**src/rtl/operand_fetch.sv**
```systemverilog
// Operand fetch stage: issues dual register reads and holds captured operands in an M + skid pair.
// Optional define OPERAND_FETCH_BYPASS_EN forwards same-cycle register writes into captured operands.
module operand_fetch #(
  parameter int BitWidth = 8,
  parameter int Depth    = 16,
  parameter int TagWidth = 4,
  localparam int AW      = $clog2(Depth)
) (
  input  logic                clk,
  input  logic                rst_n,
  input  logic                clk_en,
  input  logic                req_valid,
  output logic                req_ready,
  input  logic                req_useA,
  input  logic                req_useB,
  input  logic [AW-1:0]       req_addrA,
  input  logic [AW-1:0]       req_addrB,
  input  logic [TagWidth-1:0] req_tag,
  output logic                rEnA,
  output logic                rEnB,
  output logic [AW-1:0]       rAddrA,
  output logic [AW-1:0]       rAddrB,
  input  logic [BitWidth-1:0] dOUTA,
  input  logic [BitWidth-1:0] dOUTB,
  input  logic                wEn,
  input  logic [AW-1:0]       wAddr,
  input  logic [BitWidth-1:0] dIN,
  output logic                rsp_valid,
  input  logic                rsp_ready,
  output logic [BitWidth-1:0] rsp_opA,
  output logic [BitWidth-1:0] rsp_opB,
  output logic [TagWidth-1:0] rsp_tag
);

  typedef enum logic [1:0] {EMPTY, ONE, TWO} state_e;

  state_e                state_q;
  logic [BitWidth-1:0]   mOpA_q, mOpB_q, sOpA_q, sOpB_q;
  logic [TagWidth-1:0]   mTag_q, sTag_q;
  logic [BitWidth-1:0]   capA_d, capB_d;
  logic                  accept, pop;

  assign rEnA   = req_valid & req_useA;
  assign rEnB   = req_valid & req_useB;
  assign rAddrA = req_addrA;
  assign rAddrB = req_addrB;

  assign req_ready = clk_en & (state_q != TWO);
  assign rsp_valid = (state_q != EMPTY);
  assign accept    = req_valid & req_ready & clk_en;
  assign pop       = rsp_valid & rsp_ready & clk_en;

  assign rsp_opA = mOpA_q;
  assign rsp_opB = mOpB_q;
  assign rsp_tag = mTag_q;

`ifdef OPERAND_FETCH_BYPASS_EN
  // A write landing on the same edge wins over the stale memory read
  logic hitA, hitB;
  assign hitA   = clk_en & wEn & (wAddr == req_addrA);
  assign hitB   = clk_en & wEn & (wAddr == req_addrB);
  assign capA_d = req_useA ? (hitA ? dIN : dOUTA) : '0;
  assign capB_d = req_useB ? (hitB ? dIN : dOUTB) : '0;
`else
  logic unusedSnoop;
  assign unusedSnoop = ^{wEn, wAddr, dIN};
  assign capA_d = req_useA ? dOUTA : '0;
  assign capB_d = req_useB ? dOUTB : '0;
`endif

  always_ff @(posedge clk or negedge rst_n) begin
    if (!rst_n) begin
      state_q <= EMPTY;
      mOpA_q  <= '0;
      mOpB_q  <= '0;
      mTag_q  <= '0;
      sOpA_q  <= '0;
      sOpB_q  <= '0;
      sTag_q  <= '0;
    end else if (clk_en) begin
      unique case (state_q)
        EMPTY: begin
          if (accept) begin
            mOpA_q  <= capA_d;
            mOpB_q  <= capB_d;
            mTag_q  <= req_tag;
            state_q <= ONE;
          end
        end
        ONE: begin
          if (accept && pop) begin
            mOpA_q <= capA_d;
            mOpB_q <= capB_d;
            mTag_q <= req_tag;
          end else if (accept) begin
            sOpA_q  <= capA_d;
            sOpB_q  <= capB_d;
            sTag_q  <= req_tag;
            state_q <= TWO;
          end else if (pop) begin
            state_q <= EMPTY;
          end
        end
        TWO: begin
          // req_ready is low here, so only a pop can happen
          if (pop) begin
            mOpA_q  <= sOpA_q;
            mOpB_q  <= sOpB_q;
            mTag_q  <= sTag_q;
            state_q <= ONE;
          end
        end
        default: state_q <= EMPTY;
      endcase
    end
  end

endmodule

```
**config.mk**
```make
export PLATFORM = sky130hd
export DESIGN_NAME = operand_fetch
export DESIGN_NICKNAME = d
export VERILOG_FILES = /design/src/rtl/operand_fetch.sv
export SDC_FILE = /design/constraint.sdc
export NUM_CORES = 1
export LEC_CHECK = 0
export BUFFER_PORTS_ARGS = -buffer_cell sky130_fd_sc_hd__clkbuf_2
export CAP_MARGIN = 0
export CELL_PAD_IN_SITES_DETAIL_PLACEMENT = 1
export CELL_PAD_IN_SITES_GLOBAL_PLACEMENT = 2
export CORE_MARGIN = 2
export CORE_UTILIZATION = 26
export CTS_CLUSTER_DIAMETER = 120
export DETAILED_ROUTE_END_ITERATION = 12
export PLACE_DENSITY_LB_ADDON = 0.1
export SYNTH_ARGS = -nofsm -noshare
export SYNTH_HDL_FRONTEND = slang
export SYNTH_SLANG_ARGS = --single-unit
```
**constraint.sdc**
```tcl
create_clock -name clk -period 1.7 [get_ports clk]
set_input_delay 0.085 -clock clk [delete_from_list [all_inputs] [get_ports clk]]
set_output_delay 0.085 -clock clk [all_outputs]
set_load 0.02 [all_outputs]
```
**Word-level counts from Yosys, hierarchy flattened**

Index checks and enable logic that the tools add are counted.

- Output and inout bits: 32
- Flip-flop bits (word level): 42
- Logic and storage cells: 50
- Input port bits: 48

- Equal/unequal tests: 8
- Bitwise logic cells: 8
- Reductions and logical operators: 7
- Multiplexer cells: 20

Operators by type and width:

| operator | count |
|---|---|
| two-way mux 8 bit | 8 |
| case mux 8 bit (3 select lines) | 2 |
| two-way mux 4 bit | 3 |
| case mux 4 bit (3 select lines) | 1 |
| two-way mux 2 bit | 5 |
| inequality test 2 bit (second input constant) | 5 |
| AND reduction 5 bit | 2 |
| bitwise AND 1 bit | 7 |
| case mux 2 bit (3 select lines) | 1 |
| AND reduction 4 bit | 1 |
| inequality test 3 bit (second input constant) | 1 |
| nonzero test 3 bit | 1 |
| equality test 2 x 1 -> 1 bit (second input constant) | 1 |
| equality test 2 bit (second input constant) | 1 |
| zero test 2 bit | 1 |
| nonzero test 2 bit | 1 |
| logical AND 1 bit | 1 |
| inverter 1 bit | 1 |

**Logic depth before layout (Yosys ltp)**

- Word-level depth: 7
- Gate-level depth with buffers: 6

**Worst setup path after synthesis**

Ideal clock, no wire load.

- Kind: register to register
- From: reg state_q[1]
- To: reg mOpA_q[0] (netlist: rsp_opA[0])
- Setup slack: 72 ps
- Cell stages (with the launch flop): 7
- Arrival: 1503 ps
- Clock period less this slack: 1628 ps
- Data required time: 1575 ps
- Buffers on the path: 2
- Setup time: 125 ps
- Cell sequence: dfrtp_1 -> nor2b_2 -> buf_6 -> a22o_4 -> nand2_8 -> buf_8 -> mux2_4

- Word-level cells in the longest chain between the ends: 7

Ends and longest elaborated chain:

| what | line | source |
|---|---|---|
| start: declaration | 37 | `state_e state_q;` |
| start signal: assignment | 73 | `state_q <= EMPTY;` |
| start signal: assignment | 87 | `state_q <= ONE;` |
| start signal: assignment | 99 | `state_q <= TWO;` |
| inequality test 2 bit | 48 | `assign req_ready = clk_en & (state_q != TWO);` |
| bitwise AND 1 bit | 48 |  |
| bitwise AND 1 bit (2 in a row) | 50 | `assign accept = req_valid & req_ready & clk_en;` |
| logical AND 1 bit | 91 | `if (accept && pop) begin` |
| inequality test 2 bit (no line) | - |  |
| AND reduction 5 bit (no line) | - |  |
| end signal: assignment | 84 | `mOpA_q <= capA_d;` |
| end signal: assignment | 92 | `mOpA_q <= capA_d;` |
| end signal: assignment | 107 | `mOpA_q <= sOpA_q;` |
| end: declaration | 38 | `logic [BitWidth-1:0] mOpA_q, mOpB_q, sOpA_q, sOpB_q;` |

Parallel ways exist; a longest one is shown, timed or not.
A chain may end at the register's enable or synchronous reset.

**Final worst setup path**

- From: reg state_q[1]
- To: reg mOpB_q[3] (netlist: rsp_opB[3])

- Word-level cells in the longest chain between the ends: 7

Ends and longest elaborated chain:

| what | line | source |
|---|---|---|
| inequality test 2 bit | 48 |  |
| bitwise AND 1 bit | 48 |  |
| bitwise AND 1 bit (2 in a row) | 50 |  |
| logical AND 1 bit | 91 |  |
| inequality test 2 bit (no line) | - |  |
| AND reduction 5 bit (no line) | - |  |
| end signal: assignment | 85 | `mOpB_q <= capB_d;` |
| end signal: assignment | 93 | `mOpB_q <= capB_d;` |
| end signal: assignment | 108 | `mOpB_q <= sOpB_q;` |
| end: declaration | 38 |  |

Parallel ways exist; a longest one is shown, timed or not.

==> out/results.txt <==
Status: finished clean
Commonest cells in the netlist: nand2_1 (52), dfrtp_1 (42), o21ai_0 (33), mux2_2 (13)
Leakage power: 1.159 nW
DRC violations left: 0
WP buf/inv: 0
CP peak stage delay: 410 ps
Cell family contributing the most delay on the critical path: simple AND/OR/NAND/NOR gates
Ranking of synthesized cells by area: dfrtp_1 (53%), nand2_1 (9.8%), o21ai_0 (8.3%), mux2_2 (7.4%), mux2_4 (6.8%)
GRT met2 Usage: 0.2123
RR Startpoint: state_q[1]$_DFFE_PN0P_
CTS tree: yes
Number of clock sinks: 42
Post-synth ARST share: 1.000
Crit. End Element: register
Period utilisation layout: 0.9414
Met1 usage: 0.1558
Arrival time at the worst endpoint: 1780 ps
TritonCTS Buffers: 5
R2R Setup Slk: 100 ps
Cell Pwr Density: 1258 mW/mm²
Input/output buffers: 50
Crit path kind: reg2reg
Drt total wl: 4.974 mm
Worst hold path startpoint: req_tag[3]
Net Count, Synth: 236
Fmax: 624.9 MHz
GR Overflow Total: 0
TritonRoute pass-1 iters: 2
Sequential area share after synthesis: 0.5300
Vias per cell: 4.464
Mean Syn Cell Area: 10.55 µm²
Synthesized instance count: 188
Max-cap viol count: 0
Busiest layer in global routing: met2
Worst Tran Pin Value: 558.5 ps
Warnings from Yosys: 0
DRT iter0 DRCs: 55
Slew margin rel.: 0.6277
Pin count of the biggest net entering global routing: 43
H-tree depth: 2
Vias in the first global route: 1681
Clock slew at reported path FFs: 80 ps
RSZ-0062 raised after global routing: false
Finished Cell Area: 0.002384 mm²
Crit path time final: 1600 ps
Number of synthesized register bits: 42
Total power: 2.999 mW
Cells on Worst Hold Path: 2
IO Count: 80
Worst flop-to-flop path endpoint: rsp_opB[3]$_DFFE_PN0P_
Final setup viols: 0
Via count: 1473
Rows: 31
Fin. Hold Viols: 0
Setup TNS: 0 ps
Initial antenna violation count: 0
Post-synth EDFFs: 0
Worst ir drop on vdd: 0.3587 mV
GP Congestion: 0.6782
GRT Util Overall: 0.1256
Worst Clk Skew: 8.289 ps
Hold Worst Slack: 37.84 ps
Worst hold path class: in2reg
Clk root buf: clkbuf_8
Final ANT Viol Nets: 0
Placed cell count: 323
Worst Setup Start Kind: register
Die Area: 0.008342 mm²
Layout cells sized above 1: 0.3766
Crit-path cells: and2b_1 -> a22o_4 -> nand2_8 -> mux2_2
Initial core utilization: 0.2705
Floorplan core area: 0.007331 mm²
R2R depth: 4
Synth area leader: dfrtp_1
Clk_lat worst skew: 290 ps
Most used DFF post-synth: dfrtp_1
Critical-path top delay cell: dfrtp_1
M3 GR Usage: 0.03237
# nets final: 280
Detail Placement HPWL: 3.417 mm
ANT cells: 0
Library cells used by synthesis: 23
First-pass GRT wire length: 8.293 mm
Die Height: 91.34 µm
Hold path endpoint: sTag_q[3]$_DFFE_PN0P_
Wire per inst: 15.07 µm
Critical path peak fanout: 18
Area growth from synthesis to layout: 20.19%
Count leader, synth: nand2_1
Postcts setup bufs: 0
DP Area: 0.002287 mm²
Clock buffer depth: 2
Fin cells: 330
Top cell type's share of synthesized area: 0.5300
Slew Limit Fails: 0
Die W: 91.34 µm
Worst EP required: 1880 ps
Mapped cell area: 0.001983 mm²
power breakdown:
group | leakage [nW] | internal (mW) | total (mW) | switching (mW)
logic | 0.579 | 0.392 | 0.886 | 0.494
registers | 0.537 | 1.29 | 1.46 | 0.169
clock network | 0.0431 | 0.314 | 0.655 | 0.341
total | 1.16 | 2.00 | 3.00 | 1.00
logic make-up (layout without fill, tap and decap cells):
logic type	after synthesis	in the layout	share of synthesized area
flops	42	42	0.5300
compound gates	41	41	0.1129
buf+inv	19	62	0.06309
simple gates	61	61	0.1369
mux	25	25	0.1571
timing repair:
item                                    4_1_cts  5_1_grt
gates resized for setup                       0        1
hold endpoints to repair                     42        0
hold buffers                                  1        0
endpoints found under the setup margin        0        1
cell usage in the layout, fill, tap and decap left out, drive strengths merged:
cell type | netlist | layout
dlygate4sd3 | 0 | 1
a22o | 1 | 1
or2 | 1 | 1
o21ai | 33 | 33
o31ai | 1 | 1
a21oi | 3 | 3
buf | 12 | 5
and2b | 1 | 1
and2 | 2 | 2
mux2 | 22 | 22
a31oi | 3 | 3
dfrtp | 42 | 42
clkbuf | 7 | 56
nor2b | 2 | 2
nand2 | 53 | 53
nand2b | 1 | 1
nand4b | 1 | 1
mux2i | 3 | 3
layout make-up:
type / count / area (µm²)
Multi-Input combinational cell: 127 / 812.0
Sequential cell: 42 / 1051
Tap cell: 99 / 123.9
Timing Repair Buffer: 56 / 314.1
Fill cell: 847 / 4947
Clock buffer: 6 / 82.58
flip-flops by register name, indices dropped and copies added, names as in the netlist:
register / count
rsp_opA: 8
rsp_tag: 4
sTag_q: 4
rsp_opB: 8
sOpA_q: 8
sOpB_q: 8
state_q: 2
how the worst max path moves through the flow:
stage	cells after the start	startpoint	endpoint	slack [ps]
after floorplan	6	state_q[1]$_DFFE_PN0P_	rsp_opA[0]$_DFFE_PN0P_	70
after global placement	4	state_q[1]$_DFFE_PN0P_	rsp_opB[5]$_DFFE_PN0P_	170
after detailed placement	4	state_q[1]$_DFFE_PN0P_	rsp_opB[3]$_DFFE_PN0P_	90
after CTS	4	state_q[0]$_DFFE_PN0P_	req_ready	70
after global routing	4	state_q[1]$_DFFE_PN0P_	rsp_opB[2]$_DFFE_PN0P_	30
final	4	state_q[1]$_DFFE_PN0P_	rsp_opB[3]$_DFFE_PN0P_	100
per-stage QoR:
stage / utilization / setup slack (ps)
after global routing: 0.3251 / 33.79
after floorplan: - / 71.68
after global placement: 0.3120 / 167.7
after CTS: 0.3246 / 67.00
final: 0.3251 / 99.62
after detailed placement: 0.3120 / 93.57
routing by layer:
metal / part of all wire / wire length (µm)
met5: 0 / 0
met4: 0.0092 / 46
met3: 0.052 / 259
met2: 0.49 / 2442
met1: 0.45 / 2226
(Power assumes the default switching activity.)
